===== src/rtl/vga_timing_gen.sv =====
// Raster timing source: scan counters for color_mapper plus registered HS/VS/VDE/RGB for the encoder.
// Latency: DrawX/DrawY/FrameStart are combinational from the counters; sync/enable/colour are one pixel tick later.
// Backpressure: none; PixEn low freezes counters and every registered output.
// Optional build macro VGA_TEST_PATTERN_EN adds TestMode, which swaps input colour for 8 vertical bars of 80 px.
module vga_timing_gen #(
  parameter int H_VISIBLE = 640,
  parameter int H_FP      = 16,
  parameter int H_SYNC    = 96,
  parameter int H_BP      = 48,
  parameter int V_VISIBLE = 480,
  parameter int V_FP      = 10,
  parameter int V_SYNC    = 2,
  parameter int V_BP      = 33
) (
  input  logic       Clk,
  input  logic       Reset_n,
  input  logic       PixEn,
  input  logic [3:0] Red,
  input  logic [3:0] Green,
  input  logic [3:0] Blue,
`ifdef VGA_TEST_PATTERN_EN
  input  logic       TestMode,
`endif
  output logic [9:0] DrawX,
  output logic [9:0] DrawY,
  output logic       FrameStart,
  output logic       HS,
  output logic       VS,
  output logic       VDE,
  output logic [3:0] RedOut,
  output logic [3:0] GreenOut,
  output logic [3:0] BlueOut
);

  localparam int H_TOTAL = H_VISIBLE + H_FP + H_SYNC + H_BP;
  localparam int V_TOTAL = V_VISIBLE + V_FP + V_SYNC + V_BP;

  // All boundaries pre-cast to the 10-bit counter width so every compare is unsigned 10-bit.
  localparam logic [9:0] H_LAST     = 10'(H_TOTAL - 1);
  localparam logic [9:0] V_LAST     = 10'(V_TOTAL - 1);
  localparam logic [9:0] H_VIS      = 10'(H_VISIBLE);
  localparam logic [9:0] V_VIS      = 10'(V_VISIBLE);
  localparam logic [9:0] HS_START   = 10'(H_VISIBLE + H_FP);
  localparam logic [9:0] HS_END     = 10'(H_VISIBLE + H_FP + H_SYNC - 1);
  localparam logic [9:0] VS_START   = 10'(V_VISIBLE + V_FP);
  localparam logic [9:0] VS_END     = 10'(V_VISIBLE + V_FP + V_SYNC - 1);

  logic [9:0] hcount;
  logic [9:0] vcount;
  logic       hs_n_d;
  logic       vs_n_d;
  logic       vde_d;
  logic [3:0] red_src;
  logic [3:0] green_src;
  logic [3:0] blue_src;

`ifdef VGA_TEST_PATTERN_EN
  // Bar number of the current pixel; only 0..7 matter because wider counts fall in blanking.
  logic [2:0] bar_idx;
  assign bar_idx = 3'(hcount / 10'd80);
`endif

  // Scan position: horizontal counter wraps each line and carries into the line counter.
  always_ff @(posedge Clk or negedge Reset_n) begin
    if (!Reset_n) begin
      hcount <= '0;
      vcount <= '0;
    end else if (PixEn) begin
      if (hcount == H_LAST) begin
        hcount <= '0;
        vcount <= (vcount == V_LAST) ? 10'd0 : vcount + 10'd1;
      end else begin
        hcount <= hcount + 10'd1;
      end
    end
  end

  assign DrawX      = hcount;
  assign DrawY      = vcount;
  assign FrameStart = (hcount == 10'd0) && (vcount == 10'd0);

  // Sync windows and visible-area flag for the pixel currently addressed.
  always_comb begin
    hs_n_d = 1'b1;
    vs_n_d = 1'b1;
    if ((hcount >= HS_START) && (hcount <= HS_END)) hs_n_d = 1'b0;
    if ((vcount >= VS_START) && (vcount <= VS_END)) vs_n_d = 1'b0;
    vde_d = (hcount < H_VIS) && (vcount < V_VIS);
  end

  // Colour source: color_mapper by default, optionally the built-in bar pattern.
  always_comb begin
    red_src   = Red;
    green_src = Green;
    blue_src  = Blue;
`ifdef VGA_TEST_PATTERN_EN
    if (TestMode) begin
      red_src   = {4{bar_idx[1]}};
      green_src = {4{bar_idx[2]}};
      blue_src  = {4{bar_idx[0]}};
    end
`endif
  end

  // Output stage: one pixel behind the counters so colour from color_mapper lines up with its syncs.
  always_ff @(posedge Clk or negedge Reset_n) begin
    if (!Reset_n) begin
      HS       <= 1'b1;
      VS       <= 1'b1;
      VDE      <= 1'b0;
      RedOut   <= 4'h0;
      GreenOut <= 4'h0;
      BlueOut  <= 4'h0;
    end else if (PixEn) begin
      HS       <= hs_n_d;
      VS       <= vs_n_d;
      VDE      <= vde_d;
      RedOut   <= vde_d ? red_src   : 4'h0;
      GreenOut <= vde_d ? green_src : 4'h0;
      BlueOut  <= vde_d ? blue_src  : 4'h0;
    end
  end

endmodule


===== config.mk =====
export PLATFORM = sky130hd
export DESIGN_NAME = vga_timing_gen
export DESIGN_NICKNAME = d
export VERILOG_FILES = /design/src/rtl/vga_timing_gen.sv
export SDC_FILE = /design/constraint.sdc
export NUM_CORES = 1
export LEC_CHECK = 0
export BUFFER_PORTS_ARGS = -buffer_cell sky130_fd_sc_hd__buf_4
export CAP_MARGIN = 30
export CORE_ASPECT_RATIO = 0.8
export CORE_UTILIZATION = 35
export CTS_BUF_LIST = sky130_fd_sc_hd__clkbuf_8
export DETAILED_ROUTE_END_ITERATION = 10
export PLACE_DENSITY_LB_ADDON = 0.2
export SETUP_SLACK_MARGIN = 0.15
export SYNTH_ARGS = -nofsm -noshare
export SYNTH_HDL_FRONTEND = slang
export SYNTH_SLANG_ARGS = --single-unit

===== constraint.sdc =====
create_clock -name Clk -period 2.03 [get_ports Clk]
set_input_delay 0.1015 -clock Clk [delete_from_list [all_inputs] [get_ports Clk]]
set_output_delay 0.1015 -clock Clk [all_outputs]
set_load 0.01 [all_outputs]

# Word-level counts from Yosys, hierarchy flattened
# Index checks and enable logic that the tools add are counted.
# classes
muxes	7
eq_ne	2
n_addsub	2
n_reduce_logical	7
order_cmp	6
# op_table
operator	n
$add A10 B1 Y10 const B	2
$eq A10 B10 Y1 const B	2
$logic_not A10 Y1	2
$mux W10	2
$mux W4	3
$ge A10 B10 Y1 const B	1
$ge A10 B9 Y1 const B	1
$le A10 B10 Y1 const B	1
$le A10 B9 Y1 const B	1
$lt A10 B10 Y1 const B	1
$lt A10 B9 Y1 const B	1
$logic_and A1 B1 Y1	4
$mux W1	2
$reduce_and A2 Y1	1
# totals
reg_bits	35
input_bits	15
out_inout_bits	36

# Logic depth before layout (Yosys ltp)
# logic_depth
ltp_word	3
depth_mapped	6
depth_no_buf	6

# Least setup slack after synthesis
# No wires, ideal clock.
# synth_path
path_kind	flip-flop to flip-flop
start	register hcount[0] (netlist: DrawX[0])
end	register vcount[9] (netlist: DrawY[9])
stages_incl_launch_ff	7
arrival_ns	1.880
path_buffers	1
path_slack_ns	0.062
synth_period_minus_slack_ns	1.968
path_cell_list	dfrtp_1 -> ha_1 -> nand4_4 -> or3_1 -> buf_6 -> or4_1 -> a22oi_1
# synth_via
elab_chain_len	2
# synth_rtl
item	line	rtl
start, declared	48	logic [9:0] hcount;
start signal, assigned	73	hcount <= hcount + 10'd1;
$eq A10 B10 Y1	69	if (hcount == H_LAST) begin
$reduce_and A2 Y1 (no source line)	n/a	
end signal, assigned	71	vcount <= (vcount == V_LAST) ? 10'd0 : vcount + 10'd1;
end, declared	49	logic [9:0] vcount;
# Every way passes these cells.
# A chain may end at the register's enable or synchronous reset.

# Worst setup path after layout
# layout_path
start	register hcount[7] (netlist: DrawX[7])
end	register vcount[9] (netlist: DrawY[9])
# The elaborated chain is that of the path after synthesis.

==> metrics.txt <==
Critical Path Sink Type=register; antenna cells=0; Die X-Extent=79.18 um; deepest clock path buffer count=2; Routed Wire Length=just over 4 mm; Setup Viol. Count Final=0; worst supply voltage drop on vdd=approximately 460 uV; clk_skew=around 0.012 ns; count of synthesis-stage warnings from yosys=0; area fraction of the dominant cell type after synthesis=around 50%; crit path time final=between 1.5 and 2 ns; Synth area leader=dfrtp_1; result of the run=finished clean; area of the mapped netlist=around 1700 um2; cts bufs inserted=5; synthesized netlist net count=171; Worst slew margin=between 60% and 70%; mean instance size in the synthesized netlist=~11 um2; data required time of the critical path=~2.2 ns; internal power component=1.381 mW; Non-Filler Instances=277; vias after detailed routing=1415; effective utilization at floorplan=36.50%; net switching power=0.5794 mW; RD Place Congestion=between 0.8 and 0.9; data arrival time of the worst path=about 2.1 ns; insertion delay of the later-clocked pin in the worst-skew pair=about 0.29 ns; root buffer cell=clkbuf_8; antenna-violating nets left=0; part of the power in combinational logic=around a quarter; number of cells on the worst hold path=2; number of rows in the core area=22; setup repair after global routing missed its margin=no; drt pass-1 iters=4; summed negative setup slack over all endpoints=0 ns; worst hold path startpoint=Red[1]; post-CTS clock slew at the launch and capture registers of the worst setup and hold paths=0.08 ns; CP max stage cell=or4_1; Post-route DRC=0; number of global-route vias before repair=about 1300; gr usage total=16.55%; CTS tree=built; detailed-route vias per instance=just over 5; share of power burned in the clock network=about a third; transition time at the pin with the least slew margin=~0.47 ns; number of placed I/O pins=51; wire length of the first global-routing pass=approximately 6.3 mm; antenna violations before repair=0; largest cells by area after synthesis=dfrtp_1 (50%), a22o_1 (6.8%), ha_1 (3.8%); critical register-to-register path endpoint=DrawY[9]; H-Tree Level Count=2; area grow syn2layout=40.21%; largest driver fanout on the critical path=8; delay of the slowest critical-path stage=0.48 ns; share of layout cells above drive strength 1=39.63%; number of standard cells after synthesis=151; number of synthesized register bits=35; Filler Cell Count=447; sum of net half-perimeters after detailed placement=2.769 mm; number of distinct library cell variants in the gate-level netlist after synthesis=39; Critical Path Source Type=register; max-capacitance violation count=0; Clock Sink Count=35; share of total power in sequential cells=a little over two fifths; max frequency=~530 MHz; height of the chip=~64 um; number of slew-limit violations in the final report=0; routed wire length per instance=roughly 15 um; Iter 0 DRT Violations=48; slack of the worst reg-to-reg path=~0.14 ns; # port buffers=50; leakage dissipation=approximately 1.1 nW; Setup CP Type=register to register; switching part of the total=between 20 and 30%; Die Footprint=between 5000 and 6000 um2; terminating pin of the worst hold path=RedOut[1]; fraction of the cycle the final worst path needs=between 90 and 100%; number of cells traversed by the worst register-to-register path=4; post-synthesis sequential area ratio=52.66%; standard cell core area=about 4600 um2; PD cells=about 840 nW/um2; Final Net Count=about 240; Hold/Removal Path Class=primary input to register; cells traversed along the worst timing path=nand4b_1 > or3_4 > or4_1 > a22oi_1; final-report hold violation count=0; beginning of the worst register-to-register path=DrawX[7]; total gr overflow=0; Placed Cells incl. Taps=roughly 260; maximum number of pins on one net before global-route repair=36
[through the flow]
stage	area (um2)	hold slack [ns]	setup WS [ns]	power, mW	util [%]
6_report	2338	0.02348	0.1374	1.961	51.18
5_1_grt	2338	0.006693	0.05609	2.069	51.18
4_1_cts	2286	0.01026	0.1703	1.962	50.03
3_5_place_dp	2132	0.08241	0.1247	1.294	46.66
3_3_place_gp	2132	0.07819	0.2139	1.285	46.66
2_1_floorplan	1670	-0.1941	0.07718	1.084	-
[how the worst max path moves through the flow]
stage	startpoint	depth (start not counted)	slack, ns	to
after floorplan	DrawX[0]	6	0.08	DrawY[9]
after global placement	DrawX[0]	5	0.21	DrawY[9]
after detailed placement	DrawX[0]	5	0.12	DrawY[9]
after CTS	DrawX[1]	5	0.17	DrawY[9]
after global routing	DrawX[4]	5	0.06	FrameStart
final	DrawX[7]	4	0.14	DrawY[9]
[critical path: cells and delay by family (launching register included)]
kind / cells / cell delay (ns)
compound gates: 1 / 0.18
flops: 1 / 0.46
simple gates: 3 / 1.16
[cell families (layout without fill, tap and decap cells)]
kind of cell,Yosys count,count (layout),share of synthesized area (%)
adders and majority gates,5,5,3.751
muxes,2,2,1.350
AOI/OAI and AO/OA,29,29,12.60
buffers and inverters,10,76,3.151
DFF,35,35,52.66
and+or+nand+nor,60,60,21.23
xor gates and xnor gates,10,10,5.251
[cell usage in the layout, fill, tap and decap left out, types with 2 or more instances in the layout]
cell type,Yosys,routed
buf_4,0,62
dfrtp_1,33,33
a22o_1,13,13
nor2_1,11,11
nand2_1,9,9
o21ai_0,8,8
nand3_1,7,7
inv_1,5,5
xnor2_1,5,5
xor2_1,5,5
clkbuf_8,0,5
nor3_1,4,4
ha_1,5,4
nor4_1,5,3
and3_1,3,3
and3_2,3,3
dfstp_2,2,2
nand4_1,2,2
nand2b_1,2,2
and4b_1,2,2
a21oi_1,2,2
mux2_2,2,2
a21o_1,2,2
[layer usage]
metal | vias up | GRT usage, % | wire length, um
met3 | 6 | 5.429 | 175
met5 | - | 0 | 0
met2 | 32 | 22.63 | 1857
met1 | 698 | 24.15 | 1995
li1 | 679 | - | -
met4 | 0 | 5.909 | 62
[layout make-up]
| class | count | area [um2] | share of cell area, % |
|---|---|---|---|
| Clock buffer | 5 | 68.82 | 2.943 |
| Clock inverter | 3 | 43.79 | 1.873 |
| Multi-Input combinational cell | 106 | 778.2 | 33.28 |
| Inverter | 5 | 18.77 | 0.8026 |
| Sequential cell | 35 | 878.3 | 37.56 |
| Timing Repair Buffer | 63 | 475.5 | 20.33 |
| Tap cell | 60 | 75.07 | 3.210 |
[timing repair]
| item | in CTS | in global routing |
|---|---|---|
| endpoints found under the setup margin | 2 | 2 |
| buffers inserted | 2 | 4 |
| endpoints found under the hold margin | 33 | 0 |
| hold buffers | 1 | 0 |
| gates resized for setup | 2 | 4 |
[cell usage after synthesis]
library cell and count:
o22ai_1 1, or2_4 1, or4_1 1, a22o_1 13
inv_1 5, a22o_2 1, a21oi_1 2, nand4_1 2
nand4b_1 1, xnor2_1 5, and3_1 3, or3_1 1
nor3_1 4, clkbuf_1 2, and4_1 1, and2_1 1
xor2_1 5, nand3_1 7, buf_1 1, nand2_1 9
nand4_4 1, nor3b_1 1, dfrtp_1 33, nand2b_1 2
and4b_1 2, o21ai_0 8, and4_2 1, a22oi_1 1
nor4b_1 1, a21o_1 2, nor2b_1 2, mux2_2 2
nor2_1 11, dfstp_2 2, and3_2 3, buf_6 2
nor4_1 5, ha_1 5, o31ai_1 1
[power by group through the flow]
stage | logic [mW] | clock network, mW | registers (mW)
floorplan | 0.191 | 0 | 0.893
global placement | 0.434 | 0 | 0.851
detailed placement | 0.434 | 0 | 0.860
CTS | 0.463 | 0.652 | 0.847
global route | 0.527 | 0.677 | 0.865
finish | 0.481 | 0.628 | 0.852
[state kept, by name, indices dropped and copies added, names as in the netlist]
name / cells
VS: 1
HS: 1
DrawY: 10
BlueOut: 4
DrawX: 10
VDE: 1
RedOut: 4
GreenOut: 4
(Power assumes the default switching activity.)
